`config.mk`:
```
export PLATFORM = sky130hd
export DESIGN_NAME = sprinkler_scheduler
export DESIGN_NICKNAME = d
export VERILOG_FILES = /design/src/rtl/sprinkler_pkg.sv /design/src/rtl/hhmm_to_min.sv /design/src/rtl/sprinkler_scheduler.sv
export SDC_FILE = /design/constraint.sdc
export NUM_CORES = 1
export LEC_CHECK = 0
export ABC_AREA = 0
export ABC_CLOCK_PERIOD_IN_PS = 5900
export BUFFER_PORTS_ARGS = -buffer_cell sky130_fd_sc_hd__buf_2
export CAP_MARGIN = 25
export CORE_ASPECT_RATIO = 1.1
export CORE_MARGIN = 2
export CORE_UTILIZATION = 25
export DETAILED_ROUTE_END_ITERATION = 8
export GPL_TIMING_DRIVEN = 0
export PLACE_DENSITY = 0.5
export SETUP_SLACK_MARGIN = 0.5
export SYNTH_ARGS = -nofsm -noshare
export SYNTH_HDL_FRONTEND = slang
export SYNTH_SLANG_ARGS = --single-unit
```
`constraint.sdc`:
```
create_clock -name clk -period 5.9 [get_ports clk]
set_clock_uncertainty 0.1 [all_clocks]
set_input_delay 0.295 -clock clk [delete_from_list [all_inputs] [get_ports clk]]
set_output_delay 0.295 -clock clk [all_outputs]
set_load 0.01 [all_outputs]
```
`src/rtl/sprinkler_pkg.sv`:
```
// rtl/sprinkler_pkg.sv - shared constants, FSM states and entry record for the sprinkler scheduler
package sprinkler_pkg;

    localparam int         MIN_PER_DAY     = 1440;
    localparam logic [7:0] ASCII_ZERO      = 8'h30;
    localparam logic [15:0] ZONE_TERMINATOR = 16'h3030;

    typedef enum logic [2:0] {
        ST_IDLE,
        ST_REQ,
        ST_WAIT_LO,
        ST_DECODE,
        ST_RUN
    } state_t;

    typedef struct packed {
        logic [3:0]  zone;
        logic [10:0] start_min;
        logic [10:0] stop_min;
        logic        valid;
    } entry_t;

    function automatic logic is_digit(input logic [7:0] c);
        return (c >= ASCII_ZERO) && (c <= ASCII_ZERO + 8'd9);
    endfunction

    function automatic logic [3:0] digit_val(input logic [7:0] c);
        return 4'(c - ASCII_ZERO);
    endfunction

endpackage

```
`src/rtl/hhmm_to_min.sv`:
```
// rtl/hhmm_to_min.sv - combinational ASCII "HHMM" to minute-of-day converter with range check
module hhmm_to_min
    import sprinkler_pkg::*;
(
    input  logic [31:0] hhmm,
    output logic [10:0] minutes,
    output logic        valid
);

    logic [6:0] hh;
    logic [6:0] mm;
    logic       all_digits;

    always_comb begin
        all_digits = is_digit(hhmm[31:24]) && is_digit(hhmm[23:16]) &&
                     is_digit(hhmm[15:8])  && is_digit(hhmm[7:0]);
        hh = 7'(digit_val(hhmm[31:24])) * 7'd10 + 7'(digit_val(hhmm[23:16]));
        mm = 7'(digit_val(hhmm[15:8]))  * 7'd10 + 7'(digit_val(hhmm[7:0]));
        // minutes is meaningless when valid is low; only the range-checked case fits 0..1439
        minutes = 11'(hh) * 11'd60 + 11'(mm);
        valid   = all_digits && (hh <= 7'd23) && (mm <= 7'd59);
    end

endmodule

```
`src/rtl/sprinkler_scheduler.sv`:
```
// rtl/sprinkler_scheduler.sv - loads ASCII schedule lines into a table and drives per-zone valves
module sprinkler_scheduler
    import sprinkler_pkg::*;
#(
    parameter int NUM_ENTRIES    = 8,
    parameter int NUM_ZONES      = 8,
    parameter int TIMEOUT_CYCLES = 1024
) (
    input  logic                               clk,
    input  logic                               rst_n,
    input  logic                               start_load,
    output logic                               read_next_line,
    input  logic                               read_enable,
    input  logic [15:0]                        zone,
    input  logic [31:0]                        start_time,
    input  logic [31:0]                        stop_time,
    input  logic [10:0]                        cur_min,
    input  logic                               sys_enable,
    output logic [NUM_ZONES-1:0]               valve,
    output logic                               loading,
    output logic                               loaded,
    output logic [$clog2(NUM_ENTRIES+1)-1:0]   entry_count,
    output logic [7:0]                         err_count,
    output logic                               timeout
);

    localparam int CW = $clog2(NUM_ENTRIES + 1);
    localparam int TW = $clog2(TIMEOUT_CYCLES + 1);

    state_t         state, state_nxt;
    entry_t         table_q [NUM_ENTRIES];
    logic [15:0]    zone_q;
    logic [31:0]    start_q;
    logic [31:0]    stop_q;
    logic [TW-1:0]  tmo_cnt;

    logic [10:0]    start_min, stop_min;
    logic           start_ok, stop_ok;
    logic [6:0]     zone_num;
    logic           zone_ok, line_ok, is_term;
    logic           clear, store, reject, req_timeout;
    logic [NUM_ZONES-1:0] zone_hit, valve_nxt;

    hhmm_to_min u_start (.hhmm(start_q), .minutes(start_min), .valid(start_ok));
    hhmm_to_min u_stop  (.hhmm(stop_q),  .minutes(stop_min),  .valid(stop_ok));

    always_comb begin
        zone_num = 7'(digit_val(zone_q[15:8])) * 7'd10 + 7'(digit_val(zone_q[7:0]));
        zone_ok  = is_digit(zone_q[15:8]) && is_digit(zone_q[7:0]) &&
                   (zone_num >= 7'd1) && (zone_num <= 7'(NUM_ZONES));
        line_ok  = zone_ok && start_ok && stop_ok;
        is_term  = (zone_q == ZONE_TERMINATOR);
    end

    always_ff @(posedge clk or negedge rst_n) begin
        if (!rst_n) state <= ST_IDLE;
        else        state <= state_nxt;
    end

    always_comb begin
        state_nxt   = state;
        clear       = 1'b0;
        store       = 1'b0;
        reject      = 1'b0;
        req_timeout = 1'b0;
        case (state)
            ST_IDLE, ST_RUN: begin
                if (start_load) begin
                    clear     = 1'b1;
                    state_nxt = ST_REQ;
                end
            end
            ST_REQ: begin
                if (read_enable) begin
                    state_nxt = ST_WAIT_LO;
                end else if (tmo_cnt == TW'(TIMEOUT_CYCLES - 1)) begin
                    req_timeout = 1'b1;
                    state_nxt   = ST_RUN;
                end
            end
            ST_WAIT_LO: begin
                if (!read_enable) state_nxt = ST_DECODE;
            end
            ST_DECODE: begin
                if (is_term) begin
                    state_nxt = ST_RUN;
                end else if (line_ok) begin
                    store     = 1'b1;
                    state_nxt = (entry_count == CW'(NUM_ENTRIES - 1)) ? ST_RUN : ST_REQ;
                end else begin
                    reject    = 1'b1;
                    state_nxt = ST_REQ;
                end
            end
            default: state_nxt = ST_IDLE;
        endcase
    end

    assign read_next_line = (state == ST_REQ);
    assign loading        = (state == ST_REQ) || (state == ST_WAIT_LO) || (state == ST_DECODE);
    assign loaded         = (state == ST_RUN);

    function automatic logic entry_active(input entry_t e, input logic [10:0] m);
        if (!e.valid)                  return 1'b0;
        if (e.start_min < e.stop_min)  return (m >= e.start_min) && (m < e.stop_min);
        if (e.start_min > e.stop_min)  return (m >= e.start_min) || (m < e.stop_min);
        return 1'b0;
    endfunction

    always_comb begin
        zone_hit = '0;
        for (int i = 0; i < NUM_ENTRIES; i++) begin
            for (int z = 0; z < NUM_ZONES; z++) begin
                if (entry_active(table_q[i], cur_min) && (table_q[i].zone == 4'(z + 1)))
                    zone_hit[z] = 1'b1;
            end
        end
        // start_load in RUN drops the valves on the same edge the load begins
        valve_nxt = '0;
        if (loaded && !start_load && sys_enable && (cur_min < 11'(MIN_PER_DAY)))
            valve_nxt = zone_hit;
    end

    always_ff @(posedge clk or negedge rst_n) begin
        if (!rst_n) begin
            zone_q      <= '0;
            start_q     <= '0;
            stop_q      <= '0;
            tmo_cnt     <= '0;
            entry_count <= '0;
            err_count   <= '0;
            timeout     <= 1'b0;
            valve       <= '0;
            for (int i = 0; i < NUM_ENTRIES; i++) table_q[i] <= '0;
        end else begin
            valve <= valve_nxt;

            if (state == ST_REQ) tmo_cnt <= tmo_cnt + TW'(1);
            else                 tmo_cnt <= '0;

            if ((state == ST_REQ) && read_enable) begin
                zone_q  <= zone;
                start_q <= start_time;
                stop_q  <= stop_time;
            end

            if (clear) begin
                entry_count <= '0;
                err_count   <= '0;
                timeout     <= 1'b0;
                for (int i = 0; i < NUM_ENTRIES; i++) table_q[i] <= '0;
            end

            if (store) begin
                for (int i = 0; i < NUM_ENTRIES; i++) begin
                    if (entry_count == CW'(i)) begin
                        table_q[i].zone      <= 4'(zone_num);
                        table_q[i].start_min <= start_min;
                        table_q[i].stop_min  <= stop_min;
                        table_q[i].valid     <= 1'b1;
                    end
                end
                entry_count <= entry_count + CW'(1);
            end

            if (reject && (err_count != 8'hFF)) err_count <= err_count + 8'd1;

            if (req_timeout) timeout <= 1'b1;
        end
    end

endmodule

```
==> impl_results.md <==
* Outcome: finished, final reports clean
* Routed WL per cell at 18.6 um
* CP Class: reg -> reg
* Yosys top cell area share at 35.5%
* Final setup viols at 0
* Met3 usage at 2.68%
* First-pass GRT wire length at 114000 um
* Grt total ovfl at 0
* Clk sinks at 331
* DIE HEIGHT at 325 um
* Worst skew pair latency at 580 ps
* Final count of pins violating max slew at 0
* DRT antenna net count at 0
* Die area at 0.0959 mm^2
* Mux cell area share after synthesis at 8.30%
* Fmax at 0.194 GHz
* Largest family of logic cells by synthesized area: adder cells
* #FFs+latches synth at 331
* Met2 usage at 23.5%
* Yosys Warn Count at 0
* Grt met1 use at 22.2%
* Iter 0 DRT Violations at 1198
* Routed via count at 18800
* Simple-gate share of the synthesized area at 14.9%
* Pin count of the biggest net entering global routing at 109
* EDFF count, synth at 0
* Period utilization at 87.3%
* Synth Cell Area at 0.0233 mm^2
* Longest Clk Path Bufs at 3
* Final hold vios at 0
* Synth area leader: dfrtp_1
* CTS clock-pin slew for the worst setup and hold paths at 60 ps
* Startpoint Class: register
* Share of cells above drive strength 1 at 12.5%
* Cell count after synthesis at 2451
* Total global-route track usage at 15.6%
* Routed vias/inst at 4.70
* Max_slew headroom at 23.4%
* DRT Pass-1 Iters at 5
* Root buffer cell: clkbuf_16
* Die width at 295 um
* Post-synthesis adder-cell area fraction at 20.5%
* HP Class: in -> reg
* Max_cap viols at 0
* H-tree depth at 2
* Port buffer count at 119
* Syn Area/Cell at 9.53 um^2
* Main flop type after synthesis: dfrtp_1
* Slew @ Worst Pin at 1150 ps
* Synth cell types at 77
* DRC Markers at 0
* Crit end category: register
* Vias in the first global route at 18800
* Site Rows at 117
* Hold slack at 189 ps
* Antenna violations before repair at 3
* Post-synth ARST share at 100%
* Synth Area in Compound Gates at 12.2%
* Post-synthesis xor/xnor area fraction at 2.37%
* Worst path required time at 6250 ps
* Top-Level Pins at 120
* Routed WL at 74300 um
* CP Max Fanout at 5
* Gpl congestion at 0.885
* Cts bufs inserted at 43
* Fin nets at 3178
* Layout area overhead at 21.1%
* Starting density of the core at 25.2%
* Dpl cells at 3838
* Post-DP HPWL at 55300 um
* Top post-synthesis cells by area: dfrtp_1 35%, ha_1 18%, mux2i_1 5.0%
* Final critical-path required period at 5150 ps
* Worst Path Arrival at 5500 ps
* Seq/Total Area, Yosys at 35.5%
* Post-Synthesis Net Count at 2911
* RSZ-0062 raised after global routing: no
* Non-Filler Instances at 3998
* Post-Route Setup TNS at 0 ps
* GRT busiest layer: met2
* TritonCTS clock tree: built
* CORE AREA at 0.0925 mm^2
* N_diodes at 0
## layout by cell type, fill, tap and decap left out, types with 22 or more instances in the layout
master / instances
inv_1: 273
nand3_1: 94
a21o_1: 52
a21oi_1: 97
mux2_2: 69
clkbuf_16: 44
buf_2: 121
dlygate4sd3_1: 83
nor2b_1: 27
a211oi_1: 22
ha_1: 336
o21ai_0: 165
nor2_1: 65
nand2_1: 291
nand4_1: 56
nand2b_1: 27
clkbuf_1: 47
fa_1: 28
dfrtp_1: 331
mux2i_1: 116
## stage by stage
step	utilization [%]	cell area (um^2)	setup WS (ps)
2_1_floorplan	-	23300	1350
3_3_place_gp	27.6	25500	-2580
3_5_place_dp	28.0	25900	591
4_1_cts	30.5	28200	594
5_1_grt	30.6	28300	499
6_report	30.6	28300	748
## critical path, cell delays in order, from the launching register on
cell and delay (ps):
dfrtp_1 430, ha_1 320, ha_1 190, inv_1 60, fa_1 450, xnor2_1 540
fa_1 550, fa_1 540, inv_1 40, ha_1 330, xnor2_1 210, nor3b_1 350
xor2_2 580, buf_8 260, mux2i_1 90
## synthesized netlist by cell type, drive strengths merged (15+ instances only)
master	n
dfrtp	331
xnor2	27
nor2b	27
and3	17
a21o	53
xor2	29
a31oi	19
ha	336
nor2	65
fa	28
mux2	69
clkbuf	42
nand3	94
nor4	23
nand4	56
o21ai	184
o21a	15
buf	36
a211oi	22
mux2i	116
nor3	21
nand2b	27
a21oi	97
inv	273
nand2	291
## cell families (layout without fill, tap and decap cells)
family          Yosys count  count (layout)
flops                   331             331
compound gates          466             466
simple gates            695             695
xor+xnor                 58              58
buf+inv                 351             649
fa+ha+maj               365             365
mux                     185             185
## sequential cells by signal (all words and copies together) (netlist names)
name / cells
start_q: 32
stop_q: 32
state: 3
err_count: 8
tmo_cnt: 11
timeout: 1
entry_count: 4
table_q: 216
valve: 8
zone_q: 16
## final cells by class
type | instances | area [um^2]
Buffer | 78 | 439
Clock buffer | 58 | 1240
Clock inverter | 18 | 241
Fill cell | 9794 | 64200
Inverter | 273 | 1020
Multi-Input combinational cell | 1769 | 13700
Sequential cell | 331 | 8280
Tap cell | 1249 | 1560
Timing Repair Buffer | 222 | 1770
## metal layers
metal | up-vias | wire length (um)
met4 | 2 | 2700
met5 | - | 11
met3 | 111 | 4120
met1 | 9076 | 35700
li1 | 9183 | -
met2 | 404 | 31700
## path summary, 6_finish.rpt
kind | from | end | slack (ps) | cells past startpoint
setup / recovery | stop_q[25] | table_q[10] | 750 | 14
hold reg to reg | tmo_cnt[0] | tmo_cnt[0] | 390 | 1
max in group asynchronous | rst_n | table_q[113] | 4040 | 4
min in group asynchronous | rst_n | stop_q[31] | 200 | 2
hold / removal | sys_enable | valve[5] | 190 | 3
setup reg to reg | stop_q[25] | table_q[10] | 750 | 14
## repair_timing
action | in CTS | in global routing
hold endpoints to repair | 161 | 0
setup buffers | 0 | 1
hold buffers | 83 | 0
gates resized for setup | 0 | 4
setup endpoints to repair | 0 | 66
Power is not shown: default switching activity piles up to over one toggle a cycle in this logic, so the estimate is an artifact.
